File: src/rtl/ps2_pkg.sv
// ps2_pkg
// Shared PS/2 definitions used by the host transmitter (ps2_host_tx) and the
// device-to-host receiver (KeyboardDecoder):
//   ps2_tx_state_t  transmitter FSM states
//   ERR_*           2-bit error codes reported on err_code
//   CMD_*           keyboard command bytes the host sends
//   max3()          helper used to size counters from the largest timing parameter
package ps2_pkg;

    typedef enum logic [2:0] {
        ST_IDLE      = 3'd0,
        ST_INHIBIT   = 3'd1,
        ST_REQ       = 3'd2,
        ST_DATA      = 3'd3,
        ST_ACK       = 3'd4,
        ST_WAIT_IDLE = 3'd5,
        ST_ERR       = 3'd6
    } ps2_tx_state_t;

    localparam logic [1:0] ERR_NONE  = 2'b00;
    localparam logic [1:0] ERR_START = 2'b01;
    localparam logic [1:0] ERR_BIT   = 2'b10;
    localparam logic [1:0] ERR_NOACK = 2'b11;

    localparam logic [7:0] CMD_SET_LED = 8'hED;
    localparam logic [7:0] CMD_RESET   = 8'hFF;
    localparam logic [7:0] CMD_ENABLE  = 8'hF4;

    function automatic int max3(input int a, input int b, input int c);
        int m;
        m = (a > b) ? a : b;
        return (m > c) ? m : c;
    endfunction

endpackage

File: src/rtl/ps2_line_sync.sv
// ps2_line_sync
// Brings the asynchronous PS2_CLK / PS2_DATA pin levels into the clk domain
// through two flops each, and flags a falling edge of the synchronised PS/2
// clock by comparing it with its previous sample.
// Ports:
//   clk, rst      system clock, asynchronous active-high reset
//   ps2_clk_in    raw PS2_CLK pin level
//   ps2_data_in   raw PS2_DATA pin level
//   clk_sync      synchronised PS2_CLK
//   data_sync     synchronised PS2_DATA
//   clk_fall      one-cycle strobe: synchronised PS2_CLK went 1 -> 0
module ps2_line_sync (
    input  logic clk,
    input  logic rst,
    input  logic ps2_clk_in,
    input  logic ps2_data_in,
    output logic clk_sync,
    output logic data_sync,
    output logic clk_fall
);

    logic [1:0] clk_meta;
    logic [1:0] data_meta;
    logic       clk_prev;

    // Reset to the idle (released, pulled-up) level so leaving reset never
    // produces a phantom falling edge.
    always_ff @(posedge clk or posedge rst) begin
        if (rst) begin
            clk_meta  <= 2'b11;
            data_meta <= 2'b11;
            clk_prev  <= 1'b1;
        end else begin
            clk_meta  <= {clk_meta[0], ps2_clk_in};
            data_meta <= {data_meta[0], ps2_data_in};
            clk_prev  <= clk_meta[1];
        end
    end

    assign clk_sync  = clk_meta[1];
    assign data_sync = data_meta[1];
    assign clk_fall  = clk_prev & ~clk_meta[1];

endmodule

File: src/rtl/ps2_host_tx.sv
// ps2_host_tx
// PS/2 host-to-device transmitter: inhibits the bus, issues request-to-send,
// then shifts one command byte (LSB first, odd parity, stop) on the device's
// clock and checks the device ACK. The open-drain lines are driven through
// registered active-high pull-low enables.
// Ports:
//   clk, rst      system clock, asynchronous active-high reset
//   tx_valid      command byte available
//   tx_data       command byte, latched on accept (tx_valid & tx_ready)
//   tx_ready      high only while idle
//   ps2_clk_in    raw PS2_CLK pin level
//   ps2_data_in   raw PS2_DATA pin level
//   ps2_clk_oe    1 = pull PS2_CLK low
//   ps2_data_oe   1 = pull PS2_DATA low
//   busy          high from accept until back in idle
//   done          one-cycle pulse: frame sent and ACK received
//   err           one-cycle pulse: frame aborted
//   err_code      ERR_* code of the last abort, cleared on next accept
// Configuration macro: PS2_TX_RETRY_EN -- when defined, bit-timeout and
// no-ACK failures re-send the latched byte up to two more times before err.
module ps2_host_tx
    import ps2_pkg::*;
#(
    parameter int INHIBIT_CYC       = 12000,
    parameter int START_TIMEOUT_CYC = 1500000,
    parameter int BIT_TIMEOUT_CYC   = 200000
) (
    input  logic       clk,
    input  logic       rst,
    input  logic       tx_valid,
    input  logic [7:0] tx_data,
    output logic       tx_ready,
    input  logic       ps2_clk_in,
    input  logic       ps2_data_in,
    output logic       ps2_clk_oe,
    output logic       ps2_data_oe,
    output logic       busy,
    output logic       done,
    output logic       err,
    output logic [1:0] err_code
);

    localparam int MAX_CYC = max3(INHIBIT_CYC, START_TIMEOUT_CYC, BIT_TIMEOUT_CYC);
    localparam int TW      = $clog2(MAX_CYC + 1);

    localparam logic [TW-1:0] TMR_MAX    = TW'(MAX_CYC);
    localparam logic [TW-1:0] INH_LAST   = TW'(INHIBIT_CYC - 1);
    localparam logic [TW-1:0] INH_PRE    = TW'(INHIBIT_CYC - 2);
    localparam logic [TW-1:0] START_LAST = TW'(START_TIMEOUT_CYC - 1);
    localparam logic [TW-1:0] BIT_LAST   = TW'(BIT_TIMEOUT_CYC - 1);

    ps2_tx_state_t state_q, state_d;

    logic [TW-1:0] timer_q, timer_d;
    logic          timer_clr;
    logic [3:0]    fall_cnt_q, fall_cnt_d;
    logic [7:0]    data_q, data_d;
    logic          par_q, par_d;
    logic          clk_oe_q, clk_oe_d;
    logic          data_oe_q, data_oe_d;
    logic          done_q, done_d;
    logic          err_q, err_d;
    logic [1:0]    err_code_q, err_code_d;
    logic          fail;
    logic [1:0]    fail_code;
    logic          retry_taken;
`ifdef PS2_TX_RETRY_EN
    logic [1:0]    retry_q, retry_d;
`endif

    logic clk_sync;
    logic data_sync;
    logic clk_fall;

    ps2_line_sync u_sync (
        .clk         (clk),
        .rst         (rst),
        .ps2_clk_in  (ps2_clk_in),
        .ps2_data_in (ps2_data_in),
        .clk_sync    (clk_sync),
        .data_sync   (data_sync),
        .clk_fall    (clk_fall)
    );

    // Next-state and next-output logic. Every stage that waits on the device
    // raises 'fail' with a code; the common tail decides between retry and
    // abort so the timeout rules live in one place.
    always_comb begin
        state_d     = state_q;
        clk_oe_d    = clk_oe_q;
        data_oe_d   = data_oe_q;
        done_d      = 1'b0;
        err_d       = 1'b0;
        err_code_d  = err_code_q;
        data_d      = data_q;
        par_d       = par_q;
        fall_cnt_d  = fall_cnt_q;
        timer_clr   = 1'b0;
        fail        = 1'b0;
        fail_code   = ERR_NONE;
        retry_taken = 1'b0;
`ifdef PS2_TX_RETRY_EN
        retry_d     = retry_q;
`endif

        case (state_q)
            ST_IDLE: begin
                clk_oe_d  = 1'b0;
                data_oe_d = 1'b0;
                if (tx_valid) begin
                    state_d    = ST_INHIBIT;
                    data_d     = tx_data;
                    par_d      = ~^tx_data;
                    fall_cnt_d = 4'd0;
                    err_code_d = ERR_NONE;
                    clk_oe_d   = 1'b1;
                    timer_clr  = 1'b1;
`ifdef PS2_TX_RETRY_EN
                    retry_d    = 2'd0;
`endif
                end
            end

            // Outputs are registered, so data is asserted one cycle early to
            // land on the final inhibit cycle.
            ST_INHIBIT: begin
                if (timer_q == INH_LAST) begin
                    state_d   = ST_REQ;
                    clk_oe_d  = 1'b0;
                    data_oe_d = 1'b1;
                    timer_clr = 1'b1;
                end else if (timer_q == INH_PRE) begin
                    data_oe_d = 1'b1;
                end
            end

            // The first device falling edge is edge 1: present data bit 0.
            ST_REQ: begin
                if (clk_fall) begin
                    state_d    = ST_DATA;
                    fall_cnt_d = 4'd1;
                    data_oe_d  = ~data_q[0];
                    timer_clr  = 1'b1;
                end else if (timer_q == START_LAST) begin
                    fail      = 1'b1;
                    fail_code = ERR_START;
                end
            end

            // fall_cnt_q holds the edges seen so far, so the new edge number
            // is fall_cnt_q+1 and the data bit it carries is d[fall_cnt_q].
            ST_DATA: begin
                if (clk_fall) begin
                    fall_cnt_d = fall_cnt_q + 4'd1;
                    timer_clr  = 1'b1;
                    if (fall_cnt_q <= 4'd7) begin
                        data_oe_d = ~data_q[fall_cnt_q[2:0]];
                    end else if (fall_cnt_q == 4'd8) begin
                        data_oe_d = ~par_q;
                    end else begin
                        data_oe_d = 1'b0;
                        state_d   = ST_ACK;
                    end
                end else if (timer_q == BIT_LAST) begin
                    fail      = 1'b1;
                    fail_code = ERR_BIT;
                end
            end

            ST_ACK: begin
                if (clk_fall) begin
                    fall_cnt_d = (fall_cnt_q == 4'd11) ? fall_cnt_q : fall_cnt_q + 4'd1;
                    timer_clr  = 1'b1;
                    if (!data_sync) begin
                        state_d = ST_WAIT_IDLE;
                    end else begin
                        fail      = 1'b1;
                        fail_code = ERR_NOACK;
                    end
                end else if (timer_q == BIT_LAST) begin
                    fail      = 1'b1;
                    fail_code = ERR_BIT;
                end
            end

            ST_WAIT_IDLE: begin
                if (clk_sync && data_sync) begin
                    state_d   = ST_IDLE;
                    done_d    = 1'b1;
                    timer_clr = 1'b1;
                end else if (timer_q == BIT_LAST) begin
                    fail      = 1'b1;
                    fail_code = ERR_BIT;
                end
            end

            ST_ERR: begin
                state_d   = ST_IDLE;
                clk_oe_d  = 1'b0;
                data_oe_d = 1'b0;
                timer_clr = 1'b1;
            end

            default: begin
                state_d   = ST_IDLE;
                clk_oe_d  = 1'b0;
                data_oe_d = 1'b0;
                timer_clr = 1'b1;
            end
        endcase

        // Start timeouts mean no device is listening, so they never retry.
        if (fail) begin
`ifdef PS2_TX_RETRY_EN
            if ((fail_code != ERR_START) && (retry_q != 2'd2)) begin
                retry_taken = 1'b1;
                retry_d     = retry_q + 2'd1;
                state_d     = ST_INHIBIT;
                clk_oe_d    = 1'b1;
                data_oe_d   = 1'b0;
                fall_cnt_d  = 4'd0;
                timer_clr   = 1'b1;
            end
`endif
            if (!retry_taken) begin
                state_d    = ST_ERR;
                clk_oe_d   = 1'b0;
                data_oe_d  = 1'b0;
                err_d      = 1'b1;
                err_code_d = fail_code;
                timer_clr  = 1'b1;
            end
        end
    end

    // Shared stage timer: restarts on every state change and device edge,
    // and parks at its top value instead of wrapping.
    always_comb begin
        if (timer_clr) begin
            timer_d = '0;
        end else if (timer_q == TMR_MAX) begin
            timer_d = timer_q;
        end else begin
            timer_d = timer_q + 1'b1;
        end
    end

    // Registered state and outputs; reset releases both lines at once.
    always_ff @(posedge clk or posedge rst) begin
        if (rst) begin
            state_q    <= ST_IDLE;
            timer_q    <= '0;
            fall_cnt_q <= 4'd0;
            data_q     <= 8'd0;
            par_q      <= 1'b0;
            clk_oe_q   <= 1'b0;
            data_oe_q  <= 1'b0;
            done_q     <= 1'b0;
            err_q      <= 1'b0;
            err_code_q <= ERR_NONE;
        end else begin
            state_q    <= state_d;
            timer_q    <= timer_d;
            fall_cnt_q <= fall_cnt_d;
            data_q     <= data_d;
            par_q      <= par_d;
            clk_oe_q   <= clk_oe_d;
            data_oe_q  <= data_oe_d;
            done_q     <= done_d;
            err_q      <= err_d;
            err_code_q <= err_code_d;
        end
    end

`ifdef PS2_TX_RETRY_EN
    always_ff @(posedge clk or posedge rst) begin
        if (rst) begin
            retry_q <= 2'd0;
        end else begin
            retry_q <= retry_d;
        end
    end
`endif

    assign tx_ready    = (state_q == ST_IDLE);
    assign busy        = (state_q != ST_IDLE);
    assign ps2_clk_oe  = clk_oe_q;
    assign ps2_data_oe = data_oe_q;
    assign done        = done_q;
    assign err         = err_q;
    assign err_code    = err_code_q;

endmodule

File: config.mk
export PLATFORM = sky130hd
export DESIGN_NAME = ps2_host_tx
export DESIGN_NICKNAME = d
export VERILOG_FILES = /design/src/rtl/ps2_pkg.sv /design/src/rtl/ps2_line_sync.sv /design/src/rtl/ps2_host_tx.sv
export SDC_FILE = /design/constraint.sdc
export NUM_CORES = 1
export LEC_CHECK = 0
export BUFFER_PORTS_ARGS = -buffer_cell sky130_fd_sc_hd__buf_4
export CORE_UTILIZATION = 36
export DETAILED_ROUTE_END_ITERATION = 8
export GPL_TIMING_DRIVEN = 0
export RECOVER_POWER = 100
export SLEW_MARGIN = 10
export SYNTH_ARGS = -nofsm -noshare
export SYNTH_HDL_FRONTEND = slang
export SYNTH_SLANG_ARGS = --single-unit
File: constraint.sdc
create_clock -name clk -period 2.4 [get_ports clk]
set_clock_uncertainty 0.1 [all_clocks]
set_input_delay 0.48 -clock clk [delete_from_list [all_inputs] [get_ports clk]]
set_output_delay 0.48 -clock clk [all_outputs]
set_load 0.1 [all_outputs]
==> qor.txt <==
Crit start category -> flop
Status -> completed
Total congestion overflow -> 0
FP Rows -> 31
Total GRT Usage -> 16.25%
VDD IR max -> 0.3535 mV
Worst-case reg-to-reg path depth -> 6
Relative slew slack -> 35.54%
Critical Path RT -> 2.48 ns
Total Wirelength -> 6279 um
Nets -> 330
Seq/Total Area, Yosys -> 42.64%
Setup Crit Path Kind -> reg -> reg
Die height -> 90.69 um
Mapped Cells -> 279
CP endpoint kind -> flop
Post-route ant nets -> 0
CP arrival -> 2.38 ns
Drt drc -> 0
Number of global-route vias before repair -> 2099
H-tree depth -> 2
Async SR Flop Fraction -> 100.0%
RSZ-0062 raised after global routing -> false
Boundary pin count -> 21
Post-Syn Nets -> 300
Core box area -> 0.007408 mm^2
Later-pin clock latency in the skew report -> 0.31 ns
Final setup violation count -> 0
Synth Warn # -> 0
Share of cells above drive strength 1 -> 23.55%
Tcrit/Tclk final -> 95.59%
CP Max Fanout -> 10
Critical Path Start -> state_q[2]$_DFFE_PP0P_
Least-Margin Pin Slew -> 0.9581 ns
Worst r2r dst -> timer_q[18]$_DFFE_PP0P_
Max cap viols -> 0
I/O Buffers -> 20
Leak pwr -> 1.378 nW
Clock Tree Buf Depth -> 2
Die W -> 90.69 um
Number of flops mapped to enable cells by yosys -> 0
Die area -> 0.008224 mm^2
CTS tree -> built
Vias -> 2213
Syn avg cell area -> 10.15 um^2
Hold Path Class -> in -> async
CTS Root Cell -> clkbuf_8
Worst R2R Start -> state_q[2]$_DFFE_PP0P_
DP Worst Slack -> 0.03459 ns
Antenna violations before repair -> 0
R2r setup slk -> 0.11 ns
Layout overhead on the synthesized area -> 14.01%
Clock buffer count from CTS -> 5
Fin. max-slew vios -> 0
GP Congestion -> 0.9245
Pwr dens -> 433.3 mW/mm^2
Hpwl dp -> 4559 um
Yosys reg bits -> 48
Setup ws final -> 0.1058 ns
Global-route wire length before repair -> 10720 um
Synth Cell Area -> 0.002831 mm^2
Largest net degree at the start of global routing -> 33
Ant diodes -> 0
Final min period -> 2.294 ns
CTS Sinks -> 48
Yosys cell types -> 64
Final Hold Viols -> 0
Final setup TNS -> 0 ns
Peak Freq -> 0.4359 GHz
First-pass DRT Iterations -> 4
DR WL/cell -> 15.35 um
Clock slew at reported path FFs -> 0.10 ns
Top_reg_cell synth -> dfrtp_1
Drt initial violations -> 165
DR vias/cell -> 5.411
# fillers -> 716
Initial core utilization -> 38.22%
-- where the power goes --
| part | switching [W] | leakage, nW | internal [W] |
|---|---|---|---|
| Combinational | 0.0000340 | 0.728 | 0.0000279 |
| Sequential | 0.00000322 | 0.605 | 0.000815 |
| Clock | 0.000283 | 0.0445 | 0.000235 |
-- sequential cells by signal, summed over array words and instances, names as in the netlist --
signal	count
data_q	8
par_q	1
err_code	2
state_q	3
err	1
timer_q	21
done	1
fall_cnt_q	4
ps2_clk_oe	1
u_sync.clk_prev	1
u_sync.clk_meta	2
u_sync.data_meta	2
ps2_data_oe	1
-- layer usage --
| metal | wire length, um | track usage, % | up-vias | share of wire, % |
|---|---|---|---|---|
| met5 | 0 | 0 | - | 0 |
| met4 | 87 | 5.242 | 0 | 1.4 |
| met3 | 215 | 2.778 | 6 | 3.4 |
| met2 | 2734 | 22.98 | 46 | 44 |
| met1 | 3242 | 24.76 | 1088 | 52 |
| li1 | - | - | 1073 | - |
-- per-stage QoR --
step | instance area, um^2 | cells | utilization [%] | hold WS (ns) | power (W)
6_report | 3228 | 409 | 43.57 | 0.1697 | 0.001399
3_3_place_gp | 3112 | 398 | 42.00 | 0.2459 | 0.0008982
2_1_floorplan | 2838 | 279 | - | 0.2452 | 0.0008697
5_1_grt | 3228 | 409 | 43.57 | 0.1612 | 0.001456
4_1_cts | 3226 | 407 | 43.54 | 0.06433 | 0.001426
3_5_place_dp | 3132 | 399 | 42.27 | 0.2472 | 0.0009027
-- what timing repair did --
item / 4_1_cts / 5_1_grt
endpoints found under the setup margin: 0 / 20
hold buffers: 0 / 0
gates resized for setup: 0 / 8
setup buffers: 0 / 2
-- worst max-delay path, cell delays in order (launching register included) --
cell     delay (ns)
dfrtp_1        0.54
and2b_2        0.34
a22oi_2        0.08
or4_4          0.57
a21oi_4        0.22
buf_4          0.22
nor3_1         0.08
-- worst max-delay path by stage --
stage / cells after the start / slack [ns] / to
6_report: 6 / 0.11 / timer_q[18]$_DFFE_PP0P_
5_1_grt: 6 / 0.01 / state_q[1]$_DFFE_PP0P_
2_1_floorplan: 2 / -0.21 / busy
4_1_cts: 7 / 0.008 / timer_q[18]$_DFFE_PP0P_
3_5_place_dp: 7 / 0.03 / timer_q[18]$_DFFE_PP0P_
3_3_place_gp: 2 / -0.009 / state_q[0]$_DFFE_PP0P_
-- cell families after synthesis --
logic type,share of synthesized area [%]
muxes,5.479
AOI/OAI and AO/OA,10.38
buffers and inverters,4.551
xor gates and xnor gates,8.042
and+or+nand+nor,25.37
DFF,42.64
adders and majority gates,3.535
-- final cells by class --
cell class / count / area (um^2) / share of cell area, %
inverter: 11 / 41.29 / 1.279
tap: 99 / 123.9 / 3.837
multi-input combinational: 210 / 1516 / 46.98
clock inverter: 1 / 7.507 / 0.2326
timing repair buffer: 23 / 150.1 / 4.651
buffer: 10 / 93.84 / 2.907
clock buffer: 7 / 86.33 / 2.674
sequential: 48 / 1209 / 37.44
-- Yosys cell counts (all sizes together) (2+ instances only) --
library cell  number  area, um^2
nor2b              2       12.51
nand3b             5       41.29
mux2               8       90.09
o211ai             2       15.01
xnor2             11       96.34
dfstp              5       131.4
a211oi             4       30.03
nand4              4       25.02
nor4b              5       58.80
or4                3       30.03
mux4               2       45.04
o2111ai            2       17.52
and2               3       20.02
dfrtp             43        1076
or3b               2       17.52
nand2b             5       31.28
ha                 8       100.1
a21oi              8       51.30
nand3             14       70.07
nor4               4       25.02
and2b              2       15.01
o211a              2       20.02
clkbuf             4       46.29
o21ai              9       45.04
nand2             24       90.09
a31oi              2       12.51
o21a               2       15.01
or4b               2       20.02
and3               4       26.28
nor2              13       48.80
buf                6       41.28
nor3              23       120.1
xor2              15       131.4
inv               11       41.29
mux2i              2       20.02
-- placed cells by master, fill, tap and decap left out, drive strengths merged, types with 2 or more instances in the layout --
cell type / count
a211oi: 4
a21oi: 8
a31oi: 2
and2: 3
and2b: 2
and3: 4
buf: 17
clkbuf: 23
dfrtp: 43
dfstp: 5
ha: 8
inv: 11
mux2: 8
mux2i: 2
mux4: 2
nand2: 24
nand2b: 5
nand3: 14
nand3b: 5
nand4: 4
nor2: 13
nor2b: 2
nor3: 23
nor4: 4
nor4b: 5
o2111ai: 2
o211a: 2
o211ai: 2
o21a: 2
o21ai: 9
or3b: 2
or4: 3
or4b: 2
xnor2: 11
xor2: 15
Power figures use the tool's default switching activity.
